--- config.mk ---
export PLATFORM = sky130hd
export DESIGN_NAME = seg7_scan_ctrl_flat
export DESIGN_NICKNAME = d
export VERILOG_FILES = /design/src/rtl/seg7_pkg.sv /design/src/rtl/seg7_scan_ctrl_if.sv /design/src/rtl/seg7_slot_timer.sv /design/src/rtl/seg7_scan_ctrl.sv /design/src/flat_wrapper.sv
export SDC_FILE = /design/constraint.sdc
export NUM_CORES = 1
export LEC_CHECK = 0
export ABC_AREA = 1
export BUFFER_PORTS_ARGS = -buffer_cell sky130_fd_sc_hd__buf_2
export CORE_AREA = 2 2 110 112
export DETAILED_ROUTE_END_ITERATION = 8
export DIE_AREA = 0 0 112 114
export GPL_TIMING_DRIVEN = 0
export PLACE_DENSITY_LB_ADDON = 0.08
export SLEW_MARGIN = 15
export SYNTH_ARGS = -nofsm -noshare
export SYNTH_HDL_FRONTEND = slang
export SYNTH_HIERARCHICAL = 1
export SYNTH_SLANG_ARGS = --single-unit
--- constraint.sdc ---
create_clock -name clk -period 7.55 [get_ports clk]
set_clock_uncertainty 0.2 [all_clocks]
set_input_delay 1.8875 -clock clk [delete_from_list [all_inputs] [get_ports clk]]
set_output_delay 1.8875 -clock clk [all_outputs]
set_load 0.005 [all_outputs]
--- src/rtl/seg7_pkg.sv ---
// Shared types and constants for the multiplexed 7-segment scan controller.
package seg7_pkg;

  typedef enum logic [1:0] {
    IDLE,
    SHOW,
    GUARD
  } state_t;

  localparam int DIGIT_W    = 4;
  localparam int MAX_DIGITS = 8;

  // Anodes are active low: all ones turns every digit off.
  localparam logic [MAX_DIGITS-1:0] AN_OFF = '1;

  // Segment pattern the downstream decoder emits for "nothing lit".
  localparam logic [6:0] SEG_BLANK = 7'b1111111;

  // Reference hex decoder (active-low gfedcba), as used next to this block.
  function automatic logic [6:0] hex2seg(input logic [DIGIT_W-1:0] d);
    case (d)
      4'h0: hex2seg = 7'b1000000;
      4'h1: hex2seg = 7'b1111001;
      4'h2: hex2seg = 7'b0100100;
      4'h3: hex2seg = 7'b0110000;
      4'h4: hex2seg = 7'b0011001;
      4'h5: hex2seg = 7'b0010010;
      4'h6: hex2seg = 7'b0000010;
      4'h7: hex2seg = 7'b1111000;
      4'h8: hex2seg = 7'b0000000;
      4'h9: hex2seg = 7'b0010000;
      4'hA: hex2seg = 7'b0001000;
      4'hB: hex2seg = 7'b0000011;
      4'hC: hex2seg = 7'b1000110;
      4'hD: hex2seg = 7'b0100001;
      4'hE: hex2seg = 7'b0000110;
      4'hF: hex2seg = 7'b0001110;
      default: hex2seg = SEG_BLANK;
    endcase
  endfunction

endpackage

--- src/rtl/seg7_scan_ctrl_if.sv ---
// Load handshake between a value producer and the scan controller.
interface seg7_scan_ctrl_if #(
  parameter int NUM_DIGITS = 4
);
  import seg7_pkg::*;

  logic                          load_valid;
  logic [DIGIT_W*NUM_DIGITS-1:0] load_data;
  logic                          load_ready;

  modport master (output load_valid, output load_data, input load_ready);
  modport slave  (input load_valid, input load_data, output load_ready);
endinterface

--- src/rtl/seg7_slot_timer.sv ---
// Loadable down-counter; done is high while the count sits at zero.
module seg7_slot_timer #(
  parameter int TW = 2
) (
  input  logic          clk,
  input  logic          rst_n,
  input  logic          clr,
  input  logic          load,
  input  logic [TW-1:0] len_m1,
  output logic          done
);

  logic [TW-1:0] cnt;

  // Load slot length minus one, then count down and park at zero.
  always_ff @(posedge clk or negedge rst_n) begin
    if (!rst_n)          cnt <= '0;
    else if (clr)        cnt <= '0;
    else if (load)       cnt <= len_m1;
    else if (cnt != '0)  cnt <= cnt - 1'b1;
  end

  assign done = (cnt == '0);

endmodule

--- src/rtl/seg7_scan_ctrl.sv ---
// Multiplexed hex display scanner with frame-aligned value swap, blanking,
// leading-zero suppression and an all-dark guard interval between digits.
module seg7_scan_ctrl
  import seg7_pkg::*;
#(
  parameter int NUM_DIGITS = 4,
  parameter int CLK_DIV    = 50000,
  parameter int GUARD_CYC  = 16
) (
  input  logic                  clk,
  input  logic                  rst_n,
  input  logic                  enable,
  seg7_scan_ctrl_if.slave       lif,
  input  logic [NUM_DIGITS-1:0] blank_mask,
  input  logic                  lz_en,
  output logic [DIGIT_W-1:0]    digit_code,
  output logic [NUM_DIGITS-1:0] an_n,
  output logic                  frame_start
);

  // Counter must hold the longer of the two slot lengths.
  localparam int CW = $clog2(CLK_DIV > GUARD_CYC ? CLK_DIV : GUARD_CYC);
  localparam int IW = $clog2(NUM_DIGITS);
  localparam logic [IW-1:0]         LAST    = IW'(NUM_DIGITS - 1);
  localparam logic [NUM_DIGITS-1:0] AN_DARK = AN_OFF[NUM_DIGITS-1:0];

  typedef logic [NUM_DIGITS-1:0][DIGIT_W-1:0] nib_vec_t;

  state_t          st;
  logic [IW-1:0]   idx;
  nib_vec_t        active, shadow;
  logic            pending, rdy;

  logic            t_done, t_load, t_clr;
  logic [CW-1:0]   t_len;

  logic            accept, swap, last_guard;
  nib_vec_t        active_nxt;
  logic [IW-1:0]   nxt_idx;
  logic [NUM_DIGITS-1:0] lz_dark, dark, entry_an;

  assign accept         = lif.load_valid & rdy;
  assign lif.load_ready = rdy;

  // A frame ends when the last digit's guard expires; that is the only
  // point a pending value may replace the displayed one while scanning.
  assign last_guard = (st == GUARD) && t_done && (idx == LAST);
  assign swap       = pending && ((st == IDLE) || !enable || last_guard);
  assign active_nxt = swap ? shadow : active;

  assign nxt_idx = ((st == GUARD) && (idx != LAST)) ? idx + 1'b1 : '0;

  // Digit g is a leading zero when it and every digit above it are zero;
  // digit 0 is always shown so a zero value reads "0".
  for (genvar g = 0; g < NUM_DIGITS; g++) begin : g_lz
    if (g == 0) begin : g_d0
      assign lz_dark[g] = 1'b0;
    end else begin : g_dn
      assign lz_dark[g] = lz_en && (active_nxt[NUM_DIGITS-1:g] == '0);
    end
  end

  assign dark     = blank_mask | lz_dark;
  assign entry_an = dark[nxt_idx] ? AN_DARK : ~(NUM_DIGITS'(1) << nxt_idx);

  assign t_clr = !enable;
  assign t_load = enable && ((st == IDLE) || t_done);
  assign t_len  = (st == SHOW) ? CW'(GUARD_CYC - 1) : CW'(CLK_DIV - 1);

  seg7_slot_timer #(.TW(CW)) u_timer (
    .clk    (clk),
    .rst_n  (rst_n),
    .clr    (t_clr),
    .load   (t_load),
    .len_m1 (t_len),
    .done   (t_done)
  );

  // Shadow capture on handshake, shadow-to-active copy on swap.
  always_ff @(posedge clk or negedge rst_n) begin
    if (!rst_n) begin
      shadow  <= '0;
      active  <= '0;
      pending <= 1'b0;
      rdy     <= 1'b1;
    end else if (accept) begin
      shadow  <= lif.load_data;
      pending <= 1'b1;
      rdy     <= 1'b0;
    end else if (swap) begin
      active  <= shadow;
      pending <= 1'b0;
      rdy     <= 1'b1;
    end
  end

  // Scan sequencer: IDLE -> SHOW(idx) -> GUARD -> SHOW(idx+1) ... with
  // registered anode/code outputs updated together on SHOW entry.
  always_ff @(posedge clk or negedge rst_n) begin
    if (!rst_n) begin
      st          <= IDLE;
      idx         <= '0;
      an_n        <= AN_DARK;
      digit_code  <= '0;
      frame_start <= 1'b0;
    end else begin
      frame_start <= 1'b0;
      if (!enable) begin
        st   <= IDLE;
        idx  <= '0;
        an_n <= AN_DARK;
      end else begin
        case (st)
          IDLE: begin
            st          <= SHOW;
            idx         <= nxt_idx;
            an_n        <= entry_an;
            digit_code  <= active_nxt[nxt_idx];
            frame_start <= 1'b1;
          end
          SHOW: begin
            if (t_done) begin
              st   <= GUARD;
              an_n <= AN_DARK;
            end
          end
          GUARD: begin
            if (t_done) begin
              st          <= SHOW;
              idx         <= nxt_idx;
              an_n        <= entry_an;
              digit_code  <= active_nxt[nxt_idx];
              frame_start <= (idx == LAST);
            end
          end
          default: st <= IDLE;
        endcase
      end
    end
  end

endmodule

--- src/flat_wrapper.sv ---
// flat-port wrapper written by rule: the top's interface ports become plain ports
module seg7_scan_ctrl_flat import seg7_pkg::*;
#(
  parameter int NUM_DIGITS = 4,
  parameter int CLK_DIV    = 50000,
  parameter int GUARD_CYC  = 16
)
  (clk, rst_n, enable, blank_mask, lz_en, digit_code, an_n, frame_start, lif_load_valid, lif_load_data, lif_load_ready);
  seg7_scan_ctrl_if #(.NUM_DIGITS(NUM_DIGITS)) lif_i ();
  input  logic clk;
  input  logic rst_n;
  input  logic enable;
  input  logic [NUM_DIGITS-1:0] blank_mask;
  input  logic lz_en;
  output logic [DIGIT_W-1:0] digit_code;
  output logic [NUM_DIGITS-1:0] an_n;
  output logic frame_start;
  input wire logic [$bits(lif_i.load_valid)-1:0] lif_load_valid;
  input wire logic [$bits(lif_i.load_data)-1:0] lif_load_data;
  output wire logic [$bits(lif_i.load_ready)-1:0] lif_load_ready;
  assign lif_i.load_valid = lif_load_valid;
  assign lif_i.load_data = lif_load_data;
  assign lif_load_ready = lif_i.load_ready;
  seg7_scan_ctrl #(.NUM_DIGITS(NUM_DIGITS), .CLK_DIV(CLK_DIV), .GUARD_CYC(GUARD_CYC)) u_core (.clk(clk), .rst_n(rst_n), .enable(enable), .lif(lif_i), .blank_mask(blank_mask), .lz_en(lz_en), .digit_code(digit_code), .an_n(an_n), .frame_start(frame_start));
endmodule
==> reports/results.txt <==
Hold WC Path Type = flip-flop to flip-flop
Fin crit share = 46.2%
DRT Pass-1 Iters = 4
Status = complete, no violations
CTS clk-pin slew, worst paths = 0.06 ns
Final antenna-violating net count = 0
Maxcap violations = 0
Initial Utilization = 30.2%
Critical path type = flip-flop to flip-flop
Least-Margin Pin Slew = 0.612 ns
FMAX = 287 MHz
Root Buffer = clkbuf_16
Die width = 112 µm
Post-CTS setup buffers = 0
Met3 WL = 366 µm
VDD IR-drop max = 0.155 mV
Fin crit period = 3.48 ns
Syn avg cell area = 7.13 µm²
CP arrival = 3.49 ns
Pleak = 2.15 nW
Remaining DRCs = 0
Synthesis-stage register bit count = 63
# setup viols final = 0
Pwr Density = 378 mW/mm²
Row count = 40
All-Layer GR Usage = 16.1%
R2r startpoint = u_core/u_timer/cnt[0]
Post-synth EDFFs = 0
Slew Limit Fails = 0
Ant. Diodes = 0
Mapped Cells = 497
Unique masters post-synth = 34
Vias in the first global route = 3187
Die height = 114 µm
Vias = 3204
Port Buffers = 34
Top Layer Used = met4
Max stage delay on crit path = 0.48 ns
Hold Buf Count CTS = 0
Final hold violations = 0
Cell Area, Synth = 0.00354 mm²
Main synth FF type = dfrtp_1
Layout area overhead = 20.5%
Yosys Warn Count = 6
Clock insertion delay at the later pin of the skew report = 0.34 ns
Routed wire length = 9430 µm
Crit-path slowest cell = nor3_1
Crit path max fanout = 10
Share of cells above drive strength 1 = 16.2%
Clock buffer count from CTS = 9
Cells along the critical path = inv_1 -> ha_1 -> nand3_1 -> nor2_1 -> nand2_1 -> nor3_1 -> nand2_1 -> inv_1 -> nand2_2 -> nand2_4 -> nand2_4 -> buf_4 -> o21ai_0 -> nor2_1 -> nor4_1 -> o21ai_0
TritonCTS clock tree = yes
Vias per inst = 4.55
TNS Setup = 0 ns
Slew Limit Headroom = 58.9%
Global-route wire length before repair = 16000 µm
Worst Path Required = 7.55 ns
Asr flop ratio synth = 100%
CTS H-tree lvls = 3
Initial antenna violation count = 0
Clock sinks = 63
Detail Placement HPWL = 7010 µm
Worst setup startpoint = u_core/u_timer/cnt[0]
Routed wl met2 = 4620 µm
Core Area = 0.0117 mm²
Cts repair resizes = 0
CP Launch Type = flip-flop
GRT overflow = 0
Max clock buf depth = 2
Met1 wire length = 4300 µm
Largest net degree at the start of global routing = 43
DRT iter0 DRCs = 158
Die ar. = 0.0128 mm²
Reg2reg path depth = 16
GPL Wtd Cong = 0.812
Nets = 579
Hold slack = 0.273 ns
Hold Path Origin = u_core/shadow[3]
Setup repair after global routing missed its margin = false
# IOs = 35
Power Total = 1.61 mW
Seq/Total Area, Yosys = 44.7%
CP Capture Type = flip-flop
Hold Path Stages = 2
Routed len/inst = 13.4 µm
cell families after synthesis:
family	Yosys count	synth area share (%)
AND/OR/NAND/NOR	277	33.4
multiplexers	2	0.565
flip-flops	63	44.7
other	2	0.212
adder cells (fa/ha/maj)	2	0.706
AO/OA/AOI/OAI	70	10.6
buffers and inverters	79	9.33
XOR/XNOR	2	0.495
critical path: cells and delay by family, from the launching register on:
family	cells	cell delay, ns
buffers and inverters	3	0.42
AND/OR/NAND/NOR	10	1.69
AO/OA/AOI/OAI	2	0.37
flip-flops	1	0.41
adder cells (fa/ha/maj)	1	0.25
through the flow:
step / util [%] / area [µm²] / setup slack [ns] / cells
final: 36.5 / 4270 / 4.07 / 704
after global placement: 33.6 / 3930 / 3.78 / 687
after floorplan: - / 3580 / 4.29 / 506
after CTS: 36.5 / 4270 / 4.07 / 704
after global routing: 36.5 / 4270 / 3.69 / 704
after detailed placement: 33.8 / 3960 / 3.82 / 688
synthesized netlist by cell type (6+ instances only):
library cell | instances | area (µm²)
a21oi_1 | 13 | 65.1
clkbuf_1 | 8 | 30.0
dfrtp_1 | 58 | 1450
inv_1 | 61 | 229
nand2_1 | 144 | 541
nand2_2 | 8 | 50.1
nand3_1 | 38 | 190
nor2_1 | 62 | 233
o21ai_0 | 44 | 220
or2_2 | 6 | 37.5
layout by cell type, fill, tap and decap left out, drive strengths merged, types with 2 or more instances in the layout:
master    n
nand3    38
or2       6
clkinv    4
o21ai    49
conb     11
clkbuf   19
nor4      2
dfrtp    58
nand4     4
a21oi    13
o22ai     5
ha        2
nor2     68
buf      42
inv      63
mux2i     2
nor3      5
dfstp     5
nand2   154
path summary, 6_finish.rpt:
| check | end | slack (ns) |
|---|---|---|
| setup / recovery | u_core/digit_code[3] | 4.07 |
| hold / removal | u_core/shadow[3] | 0.27 |
| setup reg to reg | u_core/digit_code[3] | 4.07 |
| hold reg to reg | u_core/shadow[3] | 0.27 |
| max in group asynchronous | u_core/lif.load_ready | 5.32 |
| min in group asynchronous | u_core/u_timer/cnt[6] | 1.25 |
final cells by class:
type	count	area, µm²
clock inverter	5	56.3
tap	147	184
buffer	15	90.1
sequential	63	1580
fill	1294	7440
clock buffer	11	253
multi-input combinational	364	1660
inverter	64	240
timing repair buffer	35	200
sequential cells by signal (all words and copies together) (netlist names):
name,cells
u_core/digit_code,4
u_core/frame_start,1
u_core/st,2
u_core/idx,2
u_core/an_n,4
u_core/lif.load_ready,1
u_core/u_timer/cnt,16
u_core/pending,1
u_core/active,16
u_core/shadow,16
metal layers:
layer	GRT usage [%]	vias to the layer above
li1	-	1665
met1	20.2	1472
met2	27.6	57
met3	3.51	10
met4	5.85	0
met5	0	-
report_power, final:
part | switching (mW) | leakage (nW) | total (mW) | internal (mW)
Sequential | 0.0814 | 0.784 | 0.554 | 0.472
Clock | 0.157 | 0.152 | 0.430 | 0.273
Combinational | 0.415 | 1.21 | 0.631 | 0.216
Total | 0.653 | 2.15 | 1.61 | 0.961
Power figures use the tool's default switching activity.
